`config.mk`:
```
export PLATFORM = sky130hd
export DESIGN_NAME = rv_alu1_fifo
export DESIGN_NICKNAME = d
export VERILOG_FILES = /design/src/rtl/rv_alu1_fifo.sv
export SDC_FILE = /design/constraint.sdc
export NUM_CORES = 1
export LEC_CHECK = 0
export ABC_AREA = 1
export CORE_AREA = 2 2 208 210
export CTS_CLUSTER_SIZE = 14
export DETAILED_ROUTE_END_ITERATION = 8
export DIE_AREA = 0 0 210 212
export MAX_ROUTING_LAYER = met4
export PLACE_DENSITY = 0.88
export SYNTH_ARGS = -nofsm -noshare
export SYNTH_HDL_FRONTEND = slang
export SYNTH_SLANG_ARGS = --single-unit
```
`constraint.sdc`:
```
create_clock -name i_clk -period 7.45 [get_ports i_clk]
set_input_delay 2.235 -clock i_clk [delete_from_list [all_inputs] [get_ports i_clk]]
set_output_delay 2.235 -clock i_clk [all_outputs]
set_load 0.005 [all_outputs]
```
`src/rtl/rv_alu1_fifo.sv`:
```
// Execute-stage-1 entry buffer: a DEPTH-entry valid/ready FIFO of decoded instructions.
// The head entry drives the ALU operands, the jump/branch target and a misalignment flag.
package rv_alu1_fifo_pkg;
    typedef struct packed {
        logic [3:0] op;
        logic       div_mux;
    } alu_ctrl_t;

    typedef logic [2:0] alu_res_t;
    typedef logic [2:0] res_src_t;

    typedef struct packed {
        logic i;
        logic j;
    } src_op2_t;
endpackage

module rv_alu1_fifo
    import rv_alu1_fifo_pkg::*;
#(
    parameter int IADDR_SPACE_BITS = 32,
    parameter int DEPTH            = 2,
    parameter int C_EXT            = 1
) (
    input  logic                          i_clk,
    input  logic                          i_reset_n,
    input  logic                          i_flush,
    // Handshake: a transfer happens on a rising edge where valid and ready are both high;
    // o_ready/o_valid depend only on the registered count.
    input  logic                          i_valid,
    output logic                          o_ready,
    input  logic [IADDR_SPACE_BITS-1:1]   i_pc,
    input  logic [IADDR_SPACE_BITS-1:1]   i_pc_next,
    input  logic [IADDR_SPACE_BITS-1:1]   i_ret_addr,
    input  logic [4:0]                    i_rs1,
    input  logic [4:0]                    i_rs2,
    input  logic [4:0]                    i_rd,
    input  logic [31:0]                   i_imm_i,
    input  logic [31:0]                   i_imm_j,
    input  logic [2:0]                    i_funct3,
    input  alu_ctrl_t                     i_alu_ctrl,
    input  alu_res_t                      i_alu_res,
    input  res_src_t                      i_res_src,
    input  src_op2_t                      i_op2_src,
    input  logic                          i_op1_src,
    input  logic                          i_reg_write,
    input  logic                          i_inst_jal,
    input  logic                          i_inst_jalr,
    input  logic                          i_inst_mret,
    input  logic                          i_inst_branch,
    input  logic                          i_inst_store,
    input  logic                          i_to_trap,
    input  logic                          i_branch_pred,
    input  logic [31:0]                   i_reg1_data,
    input  logic [31:0]                   i_reg2_data,
    output logic                          o_valid,
    input  logic                          i_ready,
    output logic [4:0]                    o_rs1,
    output logic [4:0]                    o_rs2,
    output logic [4:0]                    o_rd,
    output logic [2:0]                    o_funct3,
    output alu_ctrl_t                     o_alu_ctrl,
    output alu_res_t                      o_res,
    output res_src_t                      o_res_src,
    output logic [IADDR_SPACE_BITS-1:1]   o_pc,
    output logic [IADDR_SPACE_BITS-1:1]   o_pc_next,
    output logic                          o_branch_pred,
    output logic                          o_reg_write,
    output logic                          o_store,
    output logic                          o_inst_branch,
    output logic                          o_to_trap,
    output logic                          o_inst_jal_jalr,
    output logic [31:0]                   o_op1,
    output logic [31:0]                   o_op2,
    output logic [31:0]                   o_reg_data1,
    output logic [31:0]                   o_reg_data2,
    output logic [IADDR_SPACE_BITS-1:1]   o_pc_target,
    output logic                          o_target_misaligned,
    output logic [$clog2(DEPTH+1)-1:0]    o_count
);
    localparam int PTR_W = $clog2(DEPTH);
    localparam int CNT_W = $clog2(DEPTH+1);
    localparam bit NO_C  = (C_EXT == 0);

    typedef struct packed {
        logic [IADDR_SPACE_BITS-1:1] pc;
        logic [IADDR_SPACE_BITS-1:1] pc_next;
        logic [4:0]                  rs1;
        logic [4:0]                  rs2;
        logic [4:0]                  rd;
        logic [31:0]                 imm_i;
        logic [31:0]                 imm_j;
        logic [2:0]                  funct3;
        alu_ctrl_t                   alu_ctrl;
        alu_res_t                    alu_res;
        res_src_t                    res_src;
        src_op2_t                    op2_src;
        logic                        op1_src;
        logic                        reg_write;
        logic                        jal;
        logic                        jalr;
        logic                        mret;
        logic                        branch;
        logic                        store;
        logic                        to_trap;
        logic                        branch_pred;
    } entry_t;

    entry_t             mem_q [DEPTH];
    entry_t             mem_d [DEPTH];
    logic [PTR_W-1:0]   wr_ptr_q, wr_ptr_d;
    logic [PTR_W-1:0]   rd_ptr_q, rd_ptr_d;
    logic [CNT_W-1:0]   count_q, count_d;
    entry_t             in_entry;
    entry_t             head;
    logic               push, pop, not_empty;
    logic [31:0]        op1_pc;
    logic [IADDR_SPACE_BITS-1:1] tgt_base, tgt_off;

    assign not_empty = (count_q != '0);
    assign o_valid   = not_empty;
    assign o_ready   = (count_q != CNT_W'(DEPTH));
    assign o_count   = count_q;
    assign push      = i_valid & o_ready & ~i_flush;
    assign pop       = o_valid & i_ready & ~i_flush;

    always_comb begin
        in_entry = '{pc: i_pc, pc_next: i_pc_next, rs1: i_rs1, rs2: i_rs2, rd: i_rd,
                     imm_i: i_imm_i, imm_j: i_imm_j, funct3: i_funct3,
                     alu_ctrl: i_alu_ctrl, alu_res: i_alu_res, res_src: i_res_src,
                     op2_src: i_op2_src, op1_src: i_op1_src, reg_write: i_reg_write,
                     jal: i_inst_jal, jalr: i_inst_jalr, mret: i_inst_mret,
                     branch: i_inst_branch, store: i_inst_store, to_trap: i_to_trap,
                     branch_pred: i_branch_pred};
    end

    always_comb begin
        mem_d    = mem_q;
        wr_ptr_d = wr_ptr_q;
        rd_ptr_d = rd_ptr_q;
        count_d  = count_q;
        if (i_flush) begin
            wr_ptr_d = '0;
            rd_ptr_d = '0;
            count_d  = '0;
        end else begin
            if (push) begin
                mem_d[wr_ptr_q] = in_entry;
                wr_ptr_d        = PTR_W'(wr_ptr_q + 1'b1);
            end
            if (pop) begin
                rd_ptr_d = PTR_W'(rd_ptr_q + 1'b1);
            end
            case ({push, pop})
                2'b10:   count_d = CNT_W'(count_q + 1'b1);
                2'b01:   count_d = CNT_W'(count_q - 1'b1);
                default: count_d = count_q;
            endcase
        end
    end

    always_ff @(posedge i_clk or negedge i_reset_n) begin
        if (!i_reset_n) begin
            for (int i = 0; i < DEPTH; i++) begin
                mem_q[i] <= '0;
            end
            wr_ptr_q <= '0;
            rd_ptr_q <= '0;
            count_q  <= '0;
        end else begin
            mem_q    <= mem_d;
            wr_ptr_q <= wr_ptr_d;
            rd_ptr_q <= rd_ptr_d;
            count_q  <= count_d;
        end
    end

    assign head = mem_q[rd_ptr_q];

    // Control fields read as zero while empty; data fields pass through unqualified.
    always_comb begin
        o_rs1           = head.rs1;
        o_rs2           = head.rs2;
        o_funct3        = head.funct3;
        o_res           = head.alu_res;
        o_res_src       = head.res_src;
        o_pc            = head.pc;
        o_pc_next       = head.pc_next;
        o_rd            = not_empty ? head.rd : 5'd0;
        o_alu_ctrl      = not_empty ? head.alu_ctrl : '0;
        o_branch_pred   = not_empty & head.branch_pred;
        o_reg_write     = not_empty & head.reg_write;
        o_store         = not_empty & head.store;
        o_inst_branch   = not_empty & head.branch;
        o_to_trap       = not_empty & head.to_trap;
        o_inst_jal_jalr = not_empty & (head.jal | head.jalr | head.mret);
        o_reg_data1     = i_reg1_data;
        o_reg_data2     = i_reg2_data;
    end

    always_comb begin
        op1_pc = 32'({head.pc, 1'b0});
        if (head.op1_src)               o_op1 = op1_pc;
        else if (head.alu_ctrl.div_mux) o_op1 = i_reg2_data;
        else                            o_op1 = i_reg1_data;

        if (head.op2_src.i)             o_op2 = head.imm_i;
        else if (head.op2_src.j)        o_op2 = head.imm_j;
        else if (head.alu_ctrl.div_mux) o_op2 = i_reg1_data;
        else                            o_op2 = i_reg2_data;
    end

    // Target arithmetic is in halfword units; the carry out of the top bit is dropped.
    always_comb begin
        if (head.mret) begin
            tgt_base = i_ret_addr;
            tgt_off  = '0;
        end else if (head.jalr) begin
            tgt_base = i_reg1_data[IADDR_SPACE_BITS-1:1];
            tgt_off  = head.imm_i[IADDR_SPACE_BITS-1:1];
        end else begin
            tgt_base = head.pc;
            tgt_off  = head.imm_j[IADDR_SPACE_BITS-1:1];
        end
        o_pc_target         = tgt_base + tgt_off;
        o_target_misaligned = NO_C & not_empty & ~head.mret & o_pc_target[1]
                              & (head.jal | head.jalr | head.branch);
    end
endmodule

```
==> impl_metrics.yaml, run 1 <==
sta:
  fmax_mhz: 135
  maxSlewHeadroom: 0.247
  worst_pin_slew_ns: 1.13
  hold_viol_final: 0
  finClkSkew_ns: 0.0169
  setup_tns_ns: 0
  final.min_clock_period_ns: 7.40
  setup_viol: 0
  fin_crit_sh: 0.993
  rsz0062_at_grt: "no"
  maxSlewViolCount: 0
  whs_ns: 0.476
clock_network:
  cts_tree: "done"
  holdBufCountCts: 0
  numCtsBuffers: 37
  cts_num_sinks: 336
  clock_latency_ns: 0.55
  clk_pin_slew_ns: 0.06
  clockBufferDepth: 3
  cts_root_buf: "clkbuf_16"
  cts_max_level: 2
finish:
  drive_above_1_share: 0.0554
  multiInputGateArea_um2: 9080
  area_growth_pct: 31.9
  seq_area_um2: 8410
  nets: 3485
  fin_util: 0.621
  fill_cells: 3775
  final_area_um2: 26400
placed_design:
  numPortBuffers: 525
  dpl.hpwl_um: 58300
  dpl_cell_area_um2: 25100
  place.gp.congestion: 1.11
power:
  p_sw_frac: 0.471
  seq_power_share: 0.206
  p_int_mw: 8.08
  powerDensity_nw_per_um2: 578
  p_leak_nw: 13.1
  clockPowerShare: 0.117
  power_switching_mw: 7.18
  worst_ir_drop_vdd_mv: 0.289
  combPwrFrac: 0.677
die:
  core_area_um2: 42500
  io_pins: 527
  die_h_um: 212
  die_area_um2: 44500
  initial_core_util: 0.471
  chipWidth_um: 210
  num_rows: 76
setup_path:
  worstPathMaxFanout: 4
  critPathMostFrequentCell: "nand2_1"
  required_ns: 5.22
  cp_num_buf_inv: 3
  end_kind: "output port"
  cpLargestDelayFamily: "buffers and inverters"
  critical-path-max-stage-delay_ns: 0.61
  path_cells: "clkdlybuf4s50_1 -> a21oi_1 -> a21oi_1 -> ha_1 -> nand2_1 -> inv_1 -> nand2_1 -> nand2_1 -> nand3b_1 -> xor2_1 -> clkdlybuf4s50_1"
  cp.arrival_ns: 5.16
  crit_type: "in -> out"
  crit_path_start_kind: "input pin"
  slowest_stage: "clkdlybuf4s50_1"
synth:
  yosys_warnings: 0
  synth_flop_cell: "dfrtp_1"
  ys_ff_latch: 336
  synth_fp_nets: 3096
  syn_inst: 2799
  syn_area_um2: 20000
  synth-edff-count: 0
  async_reset_ff_frac: 1.00
  ys_seq_area_frac: 0.420
  syn-mean-instance-area_um2: 7.15
  yosysUniqueCellTypes: 41
grt:
  grt_overflow: 0
  grt_util_met1: 0.437
  grt_max_degree: 271
  grtUsageMet3: 0.0919
  antenna_found_initial: 22
  grt_use_met2: 0.526
  grt_first_pass_wirelength_um: 116000
  grtUsageTotal: 0.356
  grt_busiest_layer: "met2"
  grt_pass1_vias: 19200
flow_run:
  drv_cap: 0
drt:
  drcViolationCount: 0
  vias: 20500
  drtIter0Drc: 1988
  finalWirelength_um: 78200
  viasPerCell: 5.43
  dr.pass1.iters: 7
  routedWlPerCell_um: 20.7
  ant_nets: 0
min_path:
  worstHoldPathType: "reg -> reg"
status:
  status: "complete, no violations"
layer usage:
layer	share of wire	vias up
met1	0.40	9621
met5	0	-
met3	0.094	234
met2	0.44	1026
met4	0.075	0
li1	-	9629
layout by cell type, fill, tap and decap left out, drive strengths merged, types with 30 or more instances in the layout:
| cell | n |
|---|---|
| mux2i | 36 |
| o21ai | 464 |
| buf | 50 |
| nand2 | 910 |
| inv | 350 |
| nand3 | 52 |
| ha | 30 |
| dfrtp | 336 |
| nor2 | 86 |
| a21oi | 147 |
| clkdlybuf4s50 | 524 |
| clkbuf | 49 |
| or2 | 56 |
repair_timing:
item	CTS	global route
setup buffers	1	0
endpoints found under the setup margin	2	15
resized for setup	0	9
hold endpoints to repair	0	0
worst reg2reg max path, cell delays in order (launching register included):
cell,delay [ns]
dfrtp_1,0.44
inv_1,0.09
nand2_2,0.08
nand2_2,0.07
inv_2,0.10
nand3_4,0.70
buf_12,0.54
nand2_1,0.30
o21ai_0,0.11
worst paths after layout:
check / from / to / slack (ns) / cells past startpoint
max in group asynchronous: i_reset_n / mem_q[134]$_DFFE_PN0P_ / 4.46 / 2
setup reg to reg: o_count[0]$_DFFE_PN0P_ / mem_q[217]$_DFFE_PN0P_ / 4.86 / 8
min in group asynchronous: i_reset_n / mem_q[108]$_DFFE_PN0P_ / 1.61 / 1
hold reg to reg: mem_q[67]$_DFFE_PN0P_ / mem_q[67]$_DFFE_PN0P_ / 0.48 / 2
setup / recovery: i_reg1_data[9] / o_pc_target[11] / 0.05 / 11
hold / removal: mem_q[67]$_DFFE_PN0P_ / mem_q[67]$_DFFE_PN0P_ / 0.48 / 2
registers in the layout, indices dropped and copies added (netlist names):
| register | flops |
|---|---|
| o_count | 2 |
| mem_q | 332 |
| rd_ptr_q | 1 |
| wr_ptr_q | 1 |
metrics by stage:
step / cells / power (mW) / worst slack [ns]
detailed placement: 3694 / 13.2 / 0.0790
CTS: 3757 / 15.1 / 0.0705
global route: 3779 / 16.3 / 0.00850
global placement: 3694 / 13.1 / 0.0567
floorplan: 2799 / 8.22 / 1.42
finish: 3780 / 15.3 / 0.0530
cells in the mapped netlist (all sizes together), types with 2 or more instances:
master,instances,area (um^2)
nand2,910,3430
o21ai,464,2330
or2,56,353
nand4,4,25.0
buf,152,1000
o22ai,27,169
a21boi,22,165
clkbuf,72,273
dfrtp,336,8410
a211oi,3,37.5
ha,30,375
inv,347,1310
nor2,86,323
nand3b,2,15.0
nand3,52,285
o211ai,28,210
xor2,13,114
a21oi,147,736
nor3,4,20.0
o21bai,3,22.5
mux2i,36,373
power by group through the flow:
stage / sequential (mW) / clock [mW] / combinational [mW]
2_1_floorplan: 3.03 / 0 / 5.19
3_3_place_gp: 3.11 / 0 / 10.0
3_5_place_dp: 3.16 / 0 / 10.0
4_1_cts: 3.13 / 1.82 / 10.1
5_1_grt: 3.25 / 1.89 / 11.2
6_report: 3.14 / 1.78 / 10.3
layout make-up:
cell class                      count  share of cell area
Clock inverter                     13             0.00431
Tap cell                          546              0.0259
Sequential cell                   336               0.319
Multi-Input combinational cell   1892               0.344
Clock buffer                       49              0.0402
Antenna cell                       23             0.00218
Timing Repair Buffer              574               0.216
Inverter                          347              0.0495
kinds of logic (layout without fill, tap and decap cells):
group / Yosys count / count (layout) / share of synthesized area
fa+ha+maj: 31 / 31 / 0.0198
mux: 36 / 36 / 0.0186
other cells: 1 / 24 / 0.000187
buf+inv: 571 / 983 / 0.129
compound gates: 696 / 696 / 0.184
simple gates: 1114 / 1114 / 0.222
xor+xnor: 14 / 14 / 0.00613
flops: 336 / 336 / 0.420
Power figures use the tool's default switching activity.
==> run 2: changes to the inputs <==
--- a/config.mk
+++ b/config.mk
@@ -10,6 +10,7 @@
 export CTS_CLUSTER_SIZE = 14
 export DETAILED_ROUTE_END_ITERATION = 8
 export DIE_AREA = 0 0 210 212
+export GPL_ROUTABILITY_DRIVEN = 1
 export MAX_ROUTING_LAYER = met4
 export PLACE_DENSITY = 0.88
 export SYNTH_ARGS = -nofsm -noshare
==> results of run 2 <==
No change in the layout: final DEF, timing and power equal those of run 1.
